===== config.mk =====
export PLATFORM = sky130hd
export DESIGN_NAME = mem_port_arbiter
export DESIGN_NICKNAME = d
export VERILOG_FILES = /design/src/rtl/mem_arb_pkg.sv /design/src/rtl/mem_arb_pick.sv /design/src/rtl/mem_port_arbiter.sv
export SDC_FILE = /design/constraint.sdc
export NUM_CORES = 1
export LEC_CHECK = 0
export ABC_CLOCK_PERIOD_IN_PS = 1900
export CAP_MARGIN = 20
export CORE_ASPECT_RATIO = 1.1
export CORE_MARGIN = 2
export CORE_UTILIZATION = 43
export CTS_BUF_LIST = sky130_fd_sc_hd__clkbuf_16
export CTS_CLUSTER_SIZE = 12
export DETAILED_ROUTE_END_ITERATION = 10
export GPL_ROUTABILITY_DRIVEN = 0
export PLACE_DENSITY = 0.85
export RECOVER_POWER = 50
export SKIP_CTS_REPAIR_TIMING = 1
export SYNTH_ARGS = -nofsm -noshare
export SYNTH_HDL_FRONTEND = slang
export SYNTH_SLANG_ARGS = --single-unit

===== constraint.sdc =====
create_clock -name i_clk -period 1.9 [get_ports i_clk]
set_clock_uncertainty 0.1 [all_clocks]
set_input_delay 0.38 -clock i_clk [delete_from_list [all_inputs] [get_ports i_clk]]
set_output_delay 0.38 -clock i_clk [all_outputs]
set_load 0.05 [all_outputs]

===== src/rtl/mem_arb_pkg.sv =====
// Shared encodings for the unified memory port arbiter.
package mem_arb_pkg;

    typedef enum logic [1:0] {OWN_NONE, OWN_VEC, OWN_MEM, OWN_IF} owner_e;
    typedef enum logic {ST_IDLE, ST_ACCESS} state_e;

    localparam int unsigned VEC_RESET = 0;
    localparam int unsigned VEC_INTR  = 1;

    // Bit positions of the one-hot pick / grant / valid vectors
    localparam int unsigned PICK_VEC = 0;
    localparam int unsigned PICK_MEM = 1;
    localparam int unsigned PICK_IF  = 2;

    function automatic owner_e onehot_to_owner(input logic [2:0] oh);
        owner_e own;
        own = OWN_NONE;
        if (oh[PICK_VEC])      own = OWN_VEC;
        else if (oh[PICK_MEM]) own = OWN_MEM;
        else if (oh[PICK_IF])  own = OWN_IF;
        return own;
    endfunction

endpackage


===== src/rtl/mem_arb_pick.sv =====
// Fixed-priority requester selector: vec > mem > if, with fetch promoted above
// mem while the starve override is set.
module mem_arb_pick
    import mem_arb_pkg::*;
(
    input  logic       i_vec_req,
    input  logic       i_mem_req,
    input  logic       i_if_req,
    input  logic       i_starve,
    output logic [2:0] o_pick
);

    always_comb begin
        o_pick = '0;
        if (i_vec_req) begin
            o_pick[PICK_VEC] = 1'b1;
        end else if (i_if_req && (i_starve || !i_mem_req)) begin
            o_pick[PICK_IF] = 1'b1;
        end else if (i_mem_req) begin
            o_pick[PICK_MEM] = 1'b1;
        end
    end

endmodule


===== src/rtl/mem_port_arbiter.sv =====
// Single-port RAM arbiter/sequencer for vector, memory-stage and fetch requesters.
// Optional fetch starvation guard: define MEM_ARB_STARVE_GUARD_EN.
module mem_port_arbiter
    import mem_arb_pkg::*;
#(
    parameter int unsigned AW           = 12,
    parameter int unsigned DW           = 16,
    parameter int unsigned WAIT_CYCLES  = 1,
    parameter int unsigned STARVE_LIMIT = 3
) (
    input  logic          i_clk,
    input  logic          i_reset,
    input  logic          i_vec_req,
    input  logic          i_vec_sel,
    input  logic          i_mem_req,
    input  logic          i_mem_we,
    input  logic [AW-1:0] i_mem_addr,
    input  logic [DW-1:0] i_mem_wdata,
    input  logic          i_if_req,
    input  logic [AW-1:0] i_if_addr,
    input  logic          i_if_flush,
    output logic          o_vec_gnt,
    output logic          o_mem_gnt,
    output logic          o_if_gnt,
    output logic          o_vec_valid,
    output logic          o_mem_valid,
    output logic          o_if_valid,
    output logic [DW-1:0] o_rd_data,
    output logic          o_mem_stall,
    output logic          o_if_stall,
    output logic          o_ram_en,
    output logic          o_ram_we,
    output logic [AW-1:0] o_ram_addr,
    output logic [DW-1:0] o_ram_wdata,
    input  logic [DW-1:0] i_ram_rdata
);

    state_e        r_state;
    owner_e        r_owner;
    logic          r_we;
    logic [AW-1:0] r_addr;
    logic [DW-1:0] r_wdata;
    logic [2:0]    r_cnt;
    logic          r_drop;
    logic [DW-1:0] r_rd_data;
    logic [2:0]    r_valid;

    logic [2:0]    w_pick;
    logic [2:0]    w_gnt;
    logic          w_idle;
    logic          w_starve;
    logic          w_we;
    logic          w_last;
    logic          w_flush_hit;
    logic [AW-1:0] w_addr;
    logic [DW-1:0] w_wdata;

    mem_arb_pick u_pick (
        .i_vec_req (i_vec_req),
        .i_mem_req (i_mem_req),
        .i_if_req  (i_if_req),
        .i_starve  (w_starve),
        .o_pick    (w_pick)
    );

    // Gating with i_reset keeps every combinational output low while reset is held
    assign w_idle      = (r_state == ST_IDLE) && i_reset;
    assign w_gnt       = w_idle ? w_pick : 3'b000;
    assign w_we        = w_pick[PICK_MEM] & i_mem_we;
    assign w_wdata     = w_pick[PICK_MEM] ? i_mem_wdata : '0;
    assign w_addr      = w_pick[PICK_VEC] ? (i_vec_sel ? AW'(VEC_INTR) : AW'(VEC_RESET))
                       : w_pick[PICK_MEM] ? i_mem_addr : i_if_addr;
    assign w_last      = (r_cnt == 3'(WAIT_CYCLES - 1));
    assign w_flush_hit = (r_owner == OWN_IF) && i_if_flush;

    assign o_vec_gnt   = w_gnt[PICK_VEC];
    assign o_mem_gnt   = w_gnt[PICK_MEM];
    assign o_if_gnt    = w_gnt[PICK_IF];
    assign o_mem_stall = i_reset & i_mem_req & ~w_gnt[PICK_MEM];
    assign o_if_stall  = i_reset & i_if_req & ~w_gnt[PICK_IF];
    assign o_vec_valid = r_valid[PICK_VEC];
    assign o_mem_valid = r_valid[PICK_MEM];
    assign o_if_valid  = r_valid[PICK_IF];
    assign o_rd_data   = r_rd_data;

    always_comb begin
        o_ram_en    = 1'b0;
        o_ram_we    = 1'b0;
        o_ram_addr  = '0;
        o_ram_wdata = '0;
        if (r_state == ST_ACCESS) begin
            o_ram_en    = 1'b1;
            o_ram_we    = r_we;
            o_ram_addr  = r_addr;
            o_ram_wdata = r_wdata;
        end else if (w_idle && (|w_pick)) begin
            o_ram_en    = 1'b1;
            o_ram_we    = w_we;
            o_ram_addr  = w_addr;
            o_ram_wdata = w_wdata;
        end
    end

    always_ff @(posedge i_clk or negedge i_reset) begin
        if (!i_reset) begin
            r_state   <= ST_IDLE;
            r_owner   <= OWN_NONE;
            r_we      <= 1'b0;
            r_addr    <= '0;
            r_wdata   <= '0;
            r_cnt     <= '0;
            r_drop    <= 1'b0;
            r_rd_data <= '0;
            r_valid   <= '0;
        end else begin
            r_valid <= '0;
            case (r_state)
                ST_IDLE: begin
                    if (|w_pick) begin
                        r_state <= ST_ACCESS;
                        r_owner <= onehot_to_owner(w_pick);
                        r_we    <= w_we;
                        r_addr  <= w_addr;
                        r_wdata <= w_wdata;
                        r_cnt   <= '0;
                        r_drop  <= 1'b0;
                    end
                end
                ST_ACCESS: begin
                    r_cnt <= r_cnt + 3'd1;
                    if (w_flush_hit) r_drop <= 1'b1;
                    if (w_last) begin
                        r_state <= ST_IDLE;
                        r_owner <= OWN_NONE;
                        if (!r_we) r_rd_data <= i_ram_rdata;
                        unique case (r_owner)
                            OWN_VEC: r_valid[PICK_VEC] <= 1'b1;
                            OWN_MEM: r_valid[PICK_MEM] <= 1'b1;
                            OWN_IF:  r_valid[PICK_IF]  <= ~(r_drop | w_flush_hit);
                            default: r_valid <= '0;
                        endcase
                    end
                end
                default: r_state <= ST_IDLE;
            endcase
        end
    end

`ifdef MEM_ARB_STARVE_GUARD_EN
    logic [7:0] r_starve_cnt;

    always_ff @(posedge i_clk or negedge i_reset) begin
        if (!i_reset) begin
            r_starve_cnt <= '0;
        end else if (!i_if_req || w_gnt[PICK_IF]) begin
            r_starve_cnt <= '0;
        end else if (w_gnt[PICK_MEM] && (r_starve_cnt < 8'(STARVE_LIMIT))) begin
            r_starve_cnt <= r_starve_cnt + 8'd1;
        end
    end

    assign w_starve = (r_starve_cnt >= 8'(STARVE_LIMIT));
`else
    assign w_starve = 1'b0;
`endif

endmodule


**Yosys cells after proc, flatten, opt, wreduce, memory -nomap -nowiden**

Cells that the tools add are included.

- Eq/ne operators: 6
- Reductions and logical operators: 11
- Mux-type cells: 37
- $add $sub $neg: 1
- Bitwise logic cells: 11

Operator list:

| cell | number |
|---|---|
| 12-bit two-way mux | 4 |
| 16-bit two-way mux | 3 |
| 1-bit two-way mux | 16 |
| 2-bit two-way mux | 6 |
| 3-bit two-way mux | 4 |
| 2-bit by 1-bit != test with 1-bit output, second input constant | 3 |
| 3-bit case mux with 2 select lines | 1 |
| 2-bit AND reduction | 3 |
| 1-bit bitwise AND | 5 |
| 1-bit inverter | 5 |
| 2-bit equality test, second input constant | 2 |
| 1-bit logical AND | 4 |
| 1-bit case mux with 2 select lines | 2 |
| 2-bit case mux with 2 select lines | 1 |
| 3-bit by 1-bit adder with 3-bit output, second input constant | 1 |
| 3-bit zero test | 1 |
| 3-bit AND reduction | 1 |
| 3-bit OR reduction | 1 |
| 2-bit by 1-bit equality test with 1-bit output, second input constant | 1 |
| 1-bit zero test | 1 |
| 1-bit OR | 1 |

- Flip-flop bits (word level): 55
- Input bits: 64
- Output and inout port bits: 54

**Longest topological paths before layout**

Gate-level depths: netlist of run 1.

- Word-level depth: 9
- Depth in mapped cells: 6

**Hierarchy**

Synthesis of run 1 repeated with hierarchy kept, for this count alone.

- Cell total of the unflattened synthesis: 262
- Area, all modules: 2825.2 um2

Modules (own cells, without submodules):

| module | area an instance (um2) | instances | cells an instance | seq. area each (um2) |
|---|---|---|---|---|
| mem_port_arbiter | 2787.7 | 1 | 257 | 1376.3 |
| mem_arb_pick | 37.5 | 1 | 5 | 0.0 |

**Worst setup path before layout of run 1**

OpenSTA, ideal clock, no wires.

- Kind: input to output
- Start: input i_mem_req
- End: output o_mem_gnt
- Path buffers: 3
- Required time: 1.420 ns
- Arrival time: 1.711 ns
- Path slack: -0.291 ns
- Stages on the path: 5
- Cell sequence: buf_4 -> nor2b_1 -> buf_2 -> buf_4 -> nor2b_1

- Longest elaborated chain between the ends: 5

RTL lines:

| element | RTL line | source |
|---|---|---|
| start: declaration | mem_port_arbiter.sv:15 | `input logic i_mem_req,` |
| 1-bit zero test | mem_arb_pick.sv:17 | `end else if (i_if_req && (i_starve \|\| !i_mem_req)) begin` |
| 1-bit logical AND | mem_arb_pick.sv:17 |  |
| 1-bit two-way mux (*) | mem_arb_pick.sv:17 |  |
| 2-bit two-way mux (*) | mem_arb_pick.sv:15 | `if (i_vec_req) begin` |
| 3-bit two-way mux (*) | mem_port_arbiter.sv:68 | `assign w_gnt = w_idle ? w_pick : 3'b000;` |
| end: declaration | mem_port_arbiter.sv:23 | `output logic o_mem_gnt,` |

Mark *: on every way between the ends. The rest lies on a longest branch, timed or not.

**Worst setup path after layout of run 1**

- Start: register r_state
- End: output o_ram_addr[0]

- Longest elaborated chain between the ends: 5

RTL lines:

| element | RTL line | source |
|---|---|---|
| start: declaration | mem_port_arbiter.sv:38 | `state_e r_state;` |
| start signal: assignment | mem_port_arbiter.sv:106 | `r_state <= ST_IDLE;` |
| start signal: assignment | mem_port_arbiter.sv:120 | `r_state <= ST_ACCESS;` |
| start signal: assignment | mem_port_arbiter.sv:133 | `r_state <= ST_IDLE;` |
| 1-bit inverter (no source line) | n/a |  |
| 1-bit logical AND | mem_port_arbiter.sv:67 | `assign w_idle = (r_state == ST_IDLE) && i_reset;` |
| 1-bit logical AND | mem_port_arbiter.sv:96 | `end else if (w_idle && (\|w_pick)) begin` |
| 12-bit two-way mux | mem_port_arbiter.sv:96 |  |
| 12-bit two-way mux (*) | mem_port_arbiter.sv:91 | `if (r_state == ST_ACCESS) begin` |
| end: declaration | mem_port_arbiter.sv:33 | `output logic [AW-1:0] o_ram_addr,` |

Marks and branches as above.

==> run_results.csv, run 1 <==
group,metric,value,unit
worst_setup_path,cp_top_family,"flip-flops",
sta,worstMarginPinSlew,1070,ps
sta,drv_slew,0,
global_routing,overflow,0,
clocking,clk_pin_slew,70,ps
yosys,netlist-cell-type-count,34,
worst_setup_path,critical_path_class,"flop to primary output",
clocking,cts.sinks,55,
worst_setup_path,start_kind,"flop",
yosys,yosysWarningCount,0,
cells_and_area,fin_nets,462,
placement,hpwl,5500,µm
global_routing,grt_pass1_vias,2560,
global_routing,antenna_found_initial,0,
yosys,synth-async-reset-ratio,100,%
yosys,syn_nets,326,
clocking,cts_tree,"done",
clocking,cts_root_buf,"clkbuf_16",
die,die_h,88.8,µm
die,ios,118,
flow_run,cap_violations,0,
die,die_area,7200,µm²
placement,io_buffers,117,
routing,vias,2637,
global_routing,grtUsageTotal,20.7,%
worst_setup_path,cp_cell_sequence,"nand2b_4 -> buf_4 -> a21oi_1 -> a22o_1 -> buf_12",
sta,rsz0062_at_grt,"true",
die,initial_utilization,45.1,%
worst_setup_path,cp-startpoint,"r_state",
worst_setup_path,critPathBufInv,2,
power_and_ir_drop,power.leakage,2.16,nW
global_routing,grt_pass1_wl,11700,µm
routing,first_pass_iters,4,
routing,wl_per_cell,17.4,µm
clocking,cts-buffers-inserted,5,
clocking,insertion_delay,290,ps
power_and_ir_drop,irDropWorstVdd,1320,µV
clocking,cts_buffer_depth,2,
yosys,synth-seq-cells,55,
routing,via_per_inst,5.53,
clocking,htree_levels,2,
worst_setup_path,r2r-start,"r_state",
yosys,syn-cell-area,2810,µm²
worst_setup_path,arrival,1550,ps
worst_setup_path,slowest_delay,420,ps
sta,setup_viol,31,
sta,fin_ws,-134,ps
outcome,status,"complete, but fails checks",
placement,place_ws,-644,ps
sta,clock.fmax,0.492,GHz
cells_and_area,drive_gt1_share,34.0,%
yosys,synth_edf_count,0,
routing,drc,0,
yosys,synth_area_leader_cell,"dfrtp_1",
die,die_w,81.1,µm
die,rows,30,
yosys,synth_area_leaders,"dfrtp_1, mux2_1, a32o_1",
routing,routed_wirelength,8300,µm
power_and_ir_drop,cellPowerDensity,1790,nW/µm²
yosys,syn_avg_cell_area,10.8,µm²
yosys,ys_seq_area_share,49.0,%
routing,first_iter_violations,128,
die,coreArea,6230,µm²
sta,period_needed,2030,ps
worst_setup_path,cp.required,1420,ps
outcome,failed_checks,"setup timing",
worst_hold_path,hold_class,"flop to flop",
routing,antenna_left,0,
sta,finalCritPeriodShare,107,%
sta,hold_violations,0,
worst_setup_path,critical-path-slowest-cell,"dfrtp_2",
yosys,syn_inst,260,
cells_and_area,diodes,0,
worst_hold_path,min_from,"r_drop",
cells_and_area,area_delta_synth_final,64.8,%
sta,slew_headroom,28.4,%
sta,finalSetupTns,-2350,ps
worst_setup_path,cp-end-kind,"primary output",
yosys,synth_top_area_share,49.0,%
global_routing,grt_max_degree,45,
worst_setup_path,path_max_fanout,3,
yosys,synth_top_flop_cell,"dfrtp_1",
worst_setup_path,r2r_slack,210,ps
## layer usage
| metal | vias up | track usage (%) | part of all wire, % |
|---|---|---|---|
| met5 | - | 0 | 0 |
| met2 | 120 | 38.4 | 52 |
| met4 | 0 | 4.78 | 1.0 |
| met3 | 10 | 5.71 | 8.0 |
| li1 | 1214 | - | - |
| met1 | 1293 | 23.5 | 39 |
## path summary, 6_finish.rpt
kind | end | depth (start not counted)
max | o_ram_addr[0] | 5
min | r_valid[2] | 1
max reg2reg | r_addr[2] | 5
min reg2reg | r_valid[2] | 1
max in group asynchronous | r_state | 3
min in group asynchronous | r_state | 3
## cell type report
type | count | area [µm²]
multi-input cells | 178 | 1370
fillers | 439 | 1600
flip-flops and latches | 55 | 1380
well taps | 80 | 100
clock buffers | 5 | 125
clock inverters | 3 | 42.5
repair buffers | 151 | 1600
inverters | 5 | 18.8
## where the power goes
| part | total (mW) | switching [mW] | leakage (nW) | internal (mW) |
|---|---|---|---|---|
| logic | 5.22 | 3.13 | 1.38 | 2.08 |
| registers | 2.03 | 0.321 | 0.698 | 1.71 |
| clock network | 1.02 | 0.399 | 0.0818 | 0.622 |
## logic make-up (layout without fill, tap and decap cells)
group	after synthesis	after routing	synth area share [%]
adder cells (fa/ha/maj)	2	2	0.890
AND/OR/NAND/NOR	58	59	10.4
XOR/XNOR	1	1	0.312
AO/OA/AOI/OAI	78	78	19.1
buffers and inverters	28	164	5.65
flip-flops	55	55	49.0
multiplexers	38	38	14.7
## Yosys cell counts, types with 3 or more instances
cell type   n
dfrtp_1    55
mux2_1     25
nand2_1    24
o21ai_1    21
a32o_1     17
o21ai_0    17
nor2_1     16
a22o_1     13
mux2i_1    11
buf_4       9
clkbuf_1    8
a21oi_1     7
buf_2       4
inv_1       4
nor2b_1     3
## sequential cells by signal, summed over array words and instances, names as in the netlist
register   count
o_rd_data     16
r_wdata       16
r_cnt          3
r_we           1
r_owner        2
r_state        1
r_drop         1
r_addr        12
r_valid        3
## layout by cell type (no fill, tap or decap), types with 2 or more instances in the layout
master | Yosys | layout
a21oi_1 | 7 | 7
a22o_1 | 13 | 2
a22o_2 | 0 | 11
a32o_1 | 17 | 3
a32o_2 | 0 | 14
buf_12 | 0 | 12
buf_2 | 4 | 2
buf_4 | 9 | 40
buf_6 | 2 | 27
buf_8 | 0 | 2
clkbuf_1 | 8 | 2
clkbuf_16 | 0 | 8
clkdlybuf4s50_1 | 0 | 59
dfrtp_1 | 55 | 54
dlygate4sd3_1 | 0 | 2
ha_1 | 2 | 2
inv_1 | 4 | 4
mux2_1 | 25 | 25
mux2_2 | 2 | 2
mux2i_1 | 11 | 11
nand2_1 | 24 | 24
nor2_1 | 16 | 15
nor2_4 | 2 | 3
nor2b_4 | 0 | 3
nor3_4 | 0 | 2
nor3b_1 | 2 | 2
nor4_1 | 2 | 2
o21ai_0 | 17 | 17
o21ai_1 | 21 | 20
## stage by stage
step	total power [mW]	utilization [%]	hold slack, ps	std cells	area, µm²
6_report	8.27	74.3	342	477	4630
2_1_floorplan	5.34	-	-15.6	260	2850
4_1_cts	7.89	68.6	-40.5	463	4270
3_5_place_dp	6.86	65.9	264	455	4100
5_1_grt	8.66	74.3	373	477	4630
3_3_place_gp	6.72	65.9	253	455	4100
Note: power is estimated with default switching activity, not from simulation.
==> inputs of run 2 (changes only) <==
Settings changed: CELL_PAD_IN_SITES_DETAIL_PLACEMENT set to 0, CELL_PAD_IN_SITES_GLOBAL_PLACEMENT set to 1, CORE_UTILIZATION 43 to 33, CTS_BUF_LIST sky130_fd_sc_hd__clkbuf_16 to sky130_fd_sc_hd__clkbuf_2, PLACE_DENSITY 0.85 to 0.86.
==> run_results.csv, run 2 (same netlist as run 1, synthesis figures left out) <==
group,metric,value,unit
worst_setup_path,start_kind,"flop",
clocking,cts_root_buf,"clkbuf_2",
power_and_ir_drop,combPwrFrac,66.6,%
sta,period_needed,2240,ps
routing,routed_wirelength,7650,µm
sta,fin_hold_ws,306,ps
global_routing,busiest_layer,"met2",
global_routing,grt_pass1_vias,2372,
worst_setup_path,cp.required,1420,ps
global_routing,grt_max_degree,43,
clocking,htree_levels,2,
sta,drv_slew,0,
global_routing,met2_usage,26.1,%
cells_and_area,layout_common_cells,"clkdlybuf4s50_1, dfrtp_1, buf_4",
die,die_h,101,µm
die,rows,35,
global_routing,grt_util_met1,20.5,%
global_routing,overflow,0,
worst_setup_path,r2r-start,"r_state",
cells_and_area,drive_gt1_share,32.5,%
die,die_w,92.0,µm
power_and_ir_drop,power_frac_seq,25.8,%
sta,clock.fmax,0.447,GHz
worst_hold_path,hold_class,"input port to flop",
worst_setup_path,cp-end-kind,"primary output",
worst_setup_path,cp-startpoint,"r_state",
worst_setup_path,path_max_fanout,14,
cells_and_area,final_common_cell,"clkdlybuf4s50_1",
worst_hold_path,min_from,"i_if_req",
clocking,cts_tree,"done",
placement,io_buffers,117,
worst_hold_path,hold_path_depth,4,
routing,drc,0,
routing,first_pass_iters,4,
power_and_ir_drop,power.leakage,2.06,nW
placement,hpwl,5280,µm
placement,place_area,4130,µm²
clocking,cts.sinks,55,
global_routing,grt_pass1_wl,11600,µm
clocking,insertion_delay,450,ps
die,die_area,9270,µm²
routing,antenna_left,0,
worst_setup_path,arrival,1760,ps
worst_setup_path,critical_path_class,"flop to primary output",
clocking,cts-buffers-inserted,5,
cells_and_area,diodes,0,
cells_and_area,fin_nets,450,
global_routing,use_met3,3.22,%
die,ios,118,
power_and_ir_drop,cellPowerDensity,1740,nW/µm²
cells_and_area,area_delta_synth_final,57.8,%
outcome,status,"complete, but fails checks",
sta,rsz0062_at_grt,"true",
cells_and_area,fillers,771,
routing,vias,2488,
power_and_ir_drop,clkPwrFrac,7.6,%
worst_setup_path,reg2reg_depth,5,
sta,finalSetupTns,-9650,ps
die,coreArea,8320,µm²
routing,first_iter_violations,86,
sta,finalCritPeriodShare,118,%
die,initial_utilization,33.8,%
placement,place_ws,-649,ps
global_routing,grtUsageTotal,15.4,%
power_and_ir_drop,irDropWorstVdd,837,µV
flow_run,cap_violations,0,
sta,slew_headroom,32.5,%
power_and_ir_drop,swShare,48.4,%
power_and_ir_drop,power.switching,3.74,mW
routing,via_per_inst,5.02,
routing,wl_per_cell,15.4,µm
sta,worstMarginPinSlew,1010,ps
sta,hold_violations,0,
clocking,clk_pin_slew,300,ps
placement,place_inst,484,
sta,setup_viol,35,
clocking,cts_buffer_depth,2,
power_and_ir_drop,internal-power,3.99,mW
outcome,failed_checks,"setup timing",
sta,fin_ws,-337,ps
global_routing,antenna_found_initial,0,
cells_and_area,design_area,4440,µm²
cells_and_area,finalNonFillerCells,496,
[run 2: cell count changes in the layout (fill, tap and decap cells not counted), sizes merged]
| cell | before | now |
|---|---|---|
| buf | 83 | 72 |
| dlymetal6s2s | 1 | 3 |
| clkbuf | 11 | 10 |
| clkinv | 1 | 0 |
| clkinvlp | 0 | 1 |
| dlygate4sd3 | 2 | 1 |
| inv | 6 | 5 |
[run 2: metal layers]
layer	vias up	part of all wire [%]
met5	-	0
met2	92	49
met1	1193	44
li1	1193	-
met4	0	1.3
met3	10	6.0
[run 2: power groups by stage]
stage               Sequential (mW)  Clock, mW  Combinational, mW
CTS                            1.99      0.616               4.82
global placement               1.99          0               4.75
global route                   2.06      0.664               5.42
floorplan                      2.60          0               2.74
finish                         1.99      0.589               5.14
detailed placement             2.02          0               4.81
[run 2: worst paths after layout]
path / end / slack (ps)
min in group asynchronous: r_wdata[9] / 450
min reg2reg: r_valid[2] / 400
max in group asynchronous: r_addr[5] / 540
min: r_state / 310
max reg2reg: o_rd_data[2] / 140
max: o_ram_wdata[15] / -340
[run 2: cell type report]
| type | instances | area (µm²) | share of cell area [%] |
|---|---|---|---|
| clock buffers | 6 | 30.0 | 0.677 |
| clock inverters | 2 | 37.5 | 0.846 |
| inverters | 5 | 18.8 | 0.423 |
| multi-input cells | 178 | 1370 | 30.9 |
| flip-flops and latches | 55 | 1380 | 31.1 |
| well taps | 111 | 139 | 3.13 |
| repair buffers | 139 | 1460 | 33.0 |
[run 2: stage by stage]
stage | util (%) | power (mW)
floorplan | - | 5.34
global placement | 49.6 | 6.74
detailed placement | 49.6 | 6.82
CTS | 50.4 | 7.42
global route | 53.3 | 8.14
finish | 53.3 | 7.73
[run 2: worst max-delay path, stage by stage (launching register included)]
cell,delay (ps)
dfrtp_2,480
nand2b_4,180
nor2_4,130
buf_12,150
a32o_2,190
buf_6,150
